<file path="src/rtl/cdb_result_buffer.sv">
// Per-functional-unit CDB result queue: holds completed packets in arrival order
// and presents the oldest to the scheduler over a valid/yummi handshake.
package cdb_pkg;
    parameter int ROB_IDX_W = 5;
    parameter int DATA_W    = 32;

    typedef struct packed {
        logic [ROB_IDX_W-1:0] dest_ROB_entry;
        logic [DATA_W-1:0]    result;
        logic                 branch_result;
    } CDB_packet_t;
endpackage

module cdb_result_buffer
    import cdb_pkg::*;
#(
    parameter int DEPTH        = 4,
    parameter int STARVE_LIMIT = 8
) (
    input  logic                       clk,
    input  logic                       rst_n,
    input  logic                       flush_i,
    input  logic                       fu_valid_i,
    input  CDB_packet_t                fu_packet_i,
    output logic                       fu_ready_o,
    output logic                       valid_out,
    output CDB_packet_t                packet_out,
    input  logic                       yummi_in,
    output logic                       starve_o,
    output logic [$clog2(DEPTH+1)-1:0] count_o
);
    localparam int PTR_W = $clog2(DEPTH);
    localparam int CNT_W = $clog2(DEPTH + 1);
    localparam int ST_W  = $clog2(STARVE_LIMIT + 1);

    logic [PTR_W-1:0] head;
    logic [PTR_W-1:0] tail;
    logic [CNT_W-1:0] count;
    logic [ST_W-1:0]  starve_cnt;
    CDB_packet_t      mem [DEPTH];

    logic push;
    logic pop;

    // Ready and valid come only from registered count, so no yummi -> ready path.
    assign fu_ready_o = (count != CNT_W'(DEPTH));
    assign valid_out  = (count != '0);
    assign packet_out = mem[head];
    assign count_o    = count;
    assign starve_o   = (starve_cnt == ST_W'(STARVE_LIMIT));

    assign push = fu_valid_i && fu_ready_o && !flush_i;
    assign pop  = yummi_in && valid_out && !flush_i;

    function automatic logic [PTR_W-1:0] ptr_next(input logic [PTR_W-1:0] p);
        return (p == PTR_W'(DEPTH - 1)) ? '0 : p + PTR_W'(1);
    endfunction

    always_ff @(posedge clk or negedge rst_n) begin
        if (!rst_n) begin
            for (int unsigned i = 0; i < DEPTH; i++) begin
                mem[i] <= '0;
            end
        end else if (push) begin
            mem[tail] <= fu_packet_i;
        end
    end

    always_ff @(posedge clk or negedge rst_n) begin
        if (!rst_n) begin
            head  <= '0;
            tail  <= '0;
            count <= '0;
        end else if (flush_i) begin
            head  <= '0;
            tail  <= '0;
            count <= '0;
        end else begin
            if (push) begin
                tail <= ptr_next(tail);
            end
            if (pop) begin
                head <= ptr_next(head);
            end
            case ({push, pop})
                2'b10:   count <= count + CNT_W'(1);
                2'b01:   count <= count - CNT_W'(1);
                default: count <= count;
            endcase
        end
    end

    always_ff @(posedge clk or negedge rst_n) begin
        if (!rst_n) begin
            starve_cnt <= '0;
        end else if (flush_i || pop || !valid_out) begin
            starve_cnt <= '0;
        end else if (starve_cnt != ST_W'(STARVE_LIMIT)) begin
            starve_cnt <= starve_cnt + ST_W'(1);
        end
    end

endmodule

</file>
<file path="config.mk">
export PLATFORM = sky130hd
export DESIGN_NAME = cdb_result_buffer
export DESIGN_NICKNAME = d
export VERILOG_FILES = /design/src/rtl/cdb_result_buffer.sv
export SDC_FILE = /design/constraint.sdc
export NUM_CORES = 1
export LEC_CHECK = 0
export ABC_AREA = 1
export CAP_MARGIN = 30
export CORE_UTILIZATION = 55
export CTS_BUF_LIST = sky130_fd_sc_hd__clkbuf_16
export DETAILED_ROUTE_END_ITERATION = 12
export PLACE_DENSITY = 0.79
export SLEW_MARGIN = 20
export SYNTH_ARGS = -nofsm -noshare
export SYNTH_HDL_FRONTEND = slang
export SYNTH_SLANG_ARGS = --single-unit
export TNS_END_PERCENT = 10
</file>
<file path="constraint.sdc">
create_clock -name clk -period 4.9 [get_ports clk]
set_input_delay 0.98 -clock clk [delete_from_list [all_inputs] [get_ports clk]]
set_output_delay 0.98 -clock clk [all_outputs]
set_load 0.1 [all_outputs]
</file>
==> results of run 1 <==
==> state kept, by name, indices dropped and copies added, names as in the netlist <==
name,flops
count_o,3
head,2
mem,152
starve_cnt,4
tail,2
==> final timing paths <==
path / end / slack [ns] / depth (start not counted)
max: starve_o / 1.39 / 5
max reg2reg: count_o[2] / 2.87 / 13
min: mem[70] / 0.48 / 2
min reg2reg: mem[70] / 0.48 / 2
min in group asynchronous: mem[57] / 0.61 / 1
max in group asynchronous: tail[0] / 3.26 / 2
==> metal layers <==
metal,GRT usage [%],wire length (um),up-vias
li1,-,-,2835
met1,35.29,7494,2745
met2,40.51,7614,151
met3,5.561,696,12
met4,6.920,121,0
met5,0,0,-
==> worst max-delay path, cell delays in order (launching register included) <==
cell and delay [ns]:
dfrtp_1 0.40, inv_1 0.09, ha_1 0.15, nand2_1 0.05
nor2_1 0.23, clkdlybuf4s50_1 1.19
==> cells in the mapped netlist <==
cell type    n
nand3_4      1
buf_1        1
nor2_1      83
a22o_1       1
nand3_1      5
a21boi_1     1
a21oi_2      1
inv_1       50
ha_1         7
clkbuf_1    25
dfrtp_1    163
a21oi_1      1
o22ai_1     38
nor2_2       1
nand2_4      5
nand2_1    176
inv_4        1
xnor2_1      2
o21ai_0    176
buf_2       11
fa_1         1
o21ai_1     54
xor2_1       1
nor3_1       2
buf_6       20
==> through the flow <==
stage                     setup WS, ns  instance area (um2)  std cells  hold WS [ns]  utilization [%]
final                            1.392                 8517       1067        0.4786            66.68
after global routing             1.283                 8517       1067        0.4904            66.68
after CTS                        1.370                 8489       1066        0.4824            66.46
after detailed placement         1.839                 7941       1034        0.4678            62.17
after global placement           1.849                 7941       1034        0.4607            62.17
after floorplan                  1.421                 7291        827        0.4478                -
==> final cells by class <==
class | instances | area (um2)
clock buffers | 17 | 425.4
clock inverters | 15 | 122.6
fillers | 1076 | 4257
inverters | 51 | 193.9
multi-input cells | 556 | 2640
flip-flops and latches | 163 | 4080
well taps | 172 | 215.2
repair buffers | 93 | 839.6
==> cells by family after synthesis <==
| logic type | Yosys count |
|---|---|
| adder cells (fa/ha/maj) | 8 |
| flip-flops | 163 |
| buffers and inverters | 108 |
| XOR/XNOR | 3 |
| AO/OA/AOI/OAI | 272 |
| AND/OR/NAND/NOR | 273 |
==> key figures, run 1 <==
Placement
  – Global placement routability congestion: 0.7748
  – Buffers on Ports: 86
  – DP Wirelength: 9.047 mm

Clock tree
  – Clk slew on worst S/H paths: 0.06 ns
  – CTS Buffer Depth: 2
  – Number of setup buffers added after CTS: 0
  – Clock sink count: 163
  – CTS H-tree depth: 4
  – Cts repair resizes: 0
  – Skew-Pair Late Insertion Delay: 0.42 ns
  – CTS tree: yes
  – Num CTS Buffers: 17
  – CTS root buffer: clkbuf_16
  – Hold buffer count at cts: 0

Synth
  – Yosys Warn Count: 0
  – Yosys reg bits: around 160
  – Mux cell area share after synthesis: 0%
  – Area share of and/or/nand/nor cells after synthesis: 14.91%
  – Post-Synth XOR/XNOR Area: 0.3604%
  – Gate Count Post-Synth: 827
  – Yosys top cell area share: 55.95%
  – Sequential fraction of the synthesis area: 55.95%
  – Adder-cell area share of the yosys netlist: under 10%
  – Synth top area cells: dfrtp_1 56%, o21ai_0 12%, nand2_1 9.1%
  – Avg Cell Area, Syn: 8.816 um2
  – Complex-gate fraction of the synthesized area: between 10% and 20%
  – Largest family of logic cells by synthesized area: compound AO/OA/AOI/OAI gates
  – Post-Synthesis Net Count: between 800 and 900
  – Synth area leader: dfrtp_1
  – Synthesized area: 0.007291 mm2
  – Synth unique cells: 25

Hold path
  – Hold path start: mem[70]
  – Hold crit path type: reg2reg

Floorplanning
  – Die area: 0.01372 mm2
  – Core area: 0.01277 mm2
  – Initial core utilization: between 50 and 60%
  – Die Ht: 117.1 um
  – I/O pin cnt: 87
  – Chip Width: 117.1 um
  – FP Rows: 41

Critical path
  – Critical Setup Path Class: reg2out
  – R2R Path Start: count_o[0]
  – Crit path launch: starve_cnt[0]
  – CP Max Fanout: 5
  – Critical Path End Type: output pin
  – Worst EP arrival: roughly 2.5 ns
  – Crit start category: flip-flop
  – Worst EP required: 3.92 ns

Detailed routing
  – Vias per cell: around 5.4
  – Iter 0 DRT Violations: roughly 540
  – Initial DRT Pass Iterations: 5
  – Drt drc: 0
  – Routed length per instance: 14.93 um
  – Final Routed Wirelength: roughly 16 mm
  – Routed Antenna Nets: 0
  – Vias: 5,743

Global route
  – Vias in the first global route: approximately 5,400
  – First-pass GRT wire length: 26.27 mm
  – GRT Util Overall: between 20 and 30%
  – Largest net degree at the start of global routing: 90
  – Grt total ovfl: 0
  – Initial antenna violation count: 0

Timing
  – Unrepaired setup endpoints after global routing: false
  – Max Fclk: 285.1 MHz
  – Worst Max-Slew Pin Slew: 0.9684 ns
  – Fin Clk Skew: between 0.006 and 0.007 ns
  – Final setup viols: 0
  – Min cycle time layout: 3.508 ns
  – Fin crit share: 71.58%
  – Slew Viols, Final: 0
  – TNS Setup: 0 ns
  – Relative slew margins: 35.24%
  – Final Hold Viols: 0

Final layout
  – Final nets: ~930
  – Most frequent cells in the layout: 176 x o21ai_0, 176 x nand2_1, 162 x dfrtp_1
  – Ant diodes: 0
  – Layout area overhead: 16.82%
  – Share of layout cells above drive strength 1: ~9.3%

Flow run
  – Max-cap violation count: 0

Run status
  – Status: finished clean
Power of run 1 is not shown: default switching activity piles up to over one toggle a cycle in this logic, so the estimate is an artifact.
==> run 2: changes to the inputs <==
Settings changed: CORE_UTILIZATION 55 to 50, PLACE_DENSITY 0.79 to 0.76.
Clock period 4.9 ns to 3 ns, I/O delays scaled along.
==> key figures, run 2 (synthesis gave the netlist of run 1 again) <==
Global route
  – Largest net degree at the start of global routing: 77 (-14%)
  – Initial antenna violation count: 0 (unchanged)
  – Grt total ovfl: 0 (unchanged)
  – First-pass GRT wire length: 27.03 mm (+2.9%)
  – Vias in the first global route: 5,618 (+4.4%)
  – GRT Util Overall: 23.24% (-2.1 points)

Timing
  – Fin crit share: around 90%
  – Relative slew margins: 48.26% (+13 points)
  – Slew Viols, Final: 0 (unchanged)
  – Final Hold Viols: 0 (unchanged)
  – Final setup viols: 0 (unchanged)
  – Hold_ws: 0.1811 ns (-0.2975 ns)
  – Max Fclk: 379.3 MHz
  – Worst Max-Slew Pin Slew: 0.7761 ns (-0.1922 ns)
  – Unrepaired setup endpoints after global routing: false
  – Final worst setup slack: 0.3637 ns (-1.029 ns)
  – Min cycle time layout: 2.636 ns
  – Fin Clk Skew: 0.005369 ns (-0.001487 ns)

Critical path
  – Critical Path Most Common Cell: buf_12
  – Crit start category: flip-flop
  – Worst EP required: 2.40 ns (-1.52 ns)
  – CP peak stage delay: 0.38 ns (-0.81 ns)
  – Family with the most delay on the worst path: buffers and inverters
  – Critical Path End Type: output pin
  – Worst EP arrival: 2.04 ns (-0.49 ns)
  – Critical Setup Path Class: reg2out
  – Worst-path cell chain: inv_1, buf_12, o21ai_0, o22ai_1, buf_12
  – Crit path buf inv count: 3 (+1)
  – CP max-delay cell: dfrtp_1
  – CP Max Fanout: 28 (+23)
  – Cell depth of the worst flop-to-flop path: 13 (unchanged)
  – Worst path depth: 5 (unchanged)

Clock tree
  – Num CTS Buffers: 17 (unchanged)
  – CTS Buffer Depth: 2 (unchanged)
  – CTS H-tree depth: 4 (unchanged)
  – Number of setup buffers added after CTS: 0 (unchanged)
  – Cts repair resizes: 0 (unchanged)
  – Skew-Pair Late Insertion Delay: 0.42 ns (about the same)
  – CTS root buffer: clkbuf_16
  – Clock sink count: 163 (unchanged)
  – CTS tree: yes
  – Hold buffer count at cts: 0 (unchanged)
  – Clk slew on worst S/H paths: 0.06 ns (about the same)

Final layout
  – Most frequent cells in the layout: 176 x o21ai_0, 175 x nand2_1, 162 x dfrtp_1
  – Fill cells: 1,147 (+6.6%)
  – Ant diodes: 0 (unchanged)
  – Max reg flops: 152 (unchanged)
  – Biggest register: mem
  – Final nets: 935 (+0.21%)
  – Non-filler cells, final: 1,077 (+0.94%)
  – Commonest non-fill, non-tap cell in the layout: o21ai_0
  – Layout area overhead: 23.79%
  – Share of layout cells above drive strength 1: 10.48% (+1.2 points)

Placement
  – Placed Cells: 1,045 (+1.1%)
  – Pre-CTS setup slack: 0.5959 ns (-1.243 ns)
  – Global placement routability congestion: 0.7430 (-4.1%)
  – Buffers on Ports: 86 (unchanged)
  – DP Wirelength: 9.410 mm (+4.0%)

Floorplanning
  – Die area: 0.01507 mm2 (+9.8%)
  – Die Ht: 122.8 um (+4.8%)
  – Chip Width: 122.8 um (+4.8%)
  – I/O pin cnt: 87 (unchanged)
  – Initial core utilization: 51.92% (-5.2 points)
  – FP Rows: 43 (+4.9%)
  – Core area: 0.01404 mm2 (+9.9%)

Detailed routing
  – Drt drc: 0 (unchanged)
  – Routed Antenna Nets: 0 (unchanged)
  – Vias: 5,843 (+1.7%)
  – Routed length per instance: 14.84 um (-0.59%)
  – Iter 0 DRT Violations: 472 (-12%)
  – Initial DRT Pass Iterations: 5 (unchanged)
  – Vias per cell: 5.425 (+0.80%)
  – Final Routed Wirelength: 15.98 mm (+0.34%)

Run status
  – Status: finished clean

Hold path
  – Hold crit path type: in2async

Flow run
  – Max-cap violation count: 0 (unchanged)
-- run 2: cell types whose count changed in the layout (fill, tap and decap cells not counted), moves of 2 or more --
cell	change
o22ai_2	+2
o22ai_1	-2
buf_4	-31
clkinvlp_4	-2
inv_1	+3
clkdlybuf4s50_1	-6
buf_12	+40
clkinv_1	-3
-- run 2: cell type report --
cell class | instances | area, um2 | share of cell area (%)
inverters | 51 | 193.9 | 2.149
repair buffers | 95 | 1320 | 14.63
clock inverters | 15 | 125.1 | 1.386
multi-input cells | 556 | 2655 | 29.42
well taps | 180 | 225.2 | 2.495
clock buffers | 17 | 425.4 | 4.714
flip-flops and latches | 163 | 4080 | 45.21
-- run 2: path summary, 6_finish.rpt --
path	start	to	slack, ns
min in group clk	mem[63]	mem[63]	0.48
setup / recovery	head[1]	packet_out[32]	0.36
max in group asynchronous	rst_n	mem[51]	2.07
hold / removal	rst_n	mem[123]	0.18
setup reg to reg	count_o[0]	count_o[2]	0.93
hold reg to reg	mem[63]	mem[63]	0.48
-- run 2: metal layers --
metal	track usage, %	wire length (um)
met1	31.84	7509
met2	36.94	7601
met3	4.461	660
met4	8.232	208
met5	0	0
-- run 2: per-stage QoR --
stage	setup TNS, ns	utilization [%]	instance area (um2)
floorplan	-2.238	-	7306
global placement	0	60.35	8474
detailed placement	0	60.35	8474
CTS	0	64.27	9025
global route	0	64.27	9025
finish	0	64.27	9025
Power of run 2 is left out for the same reason.
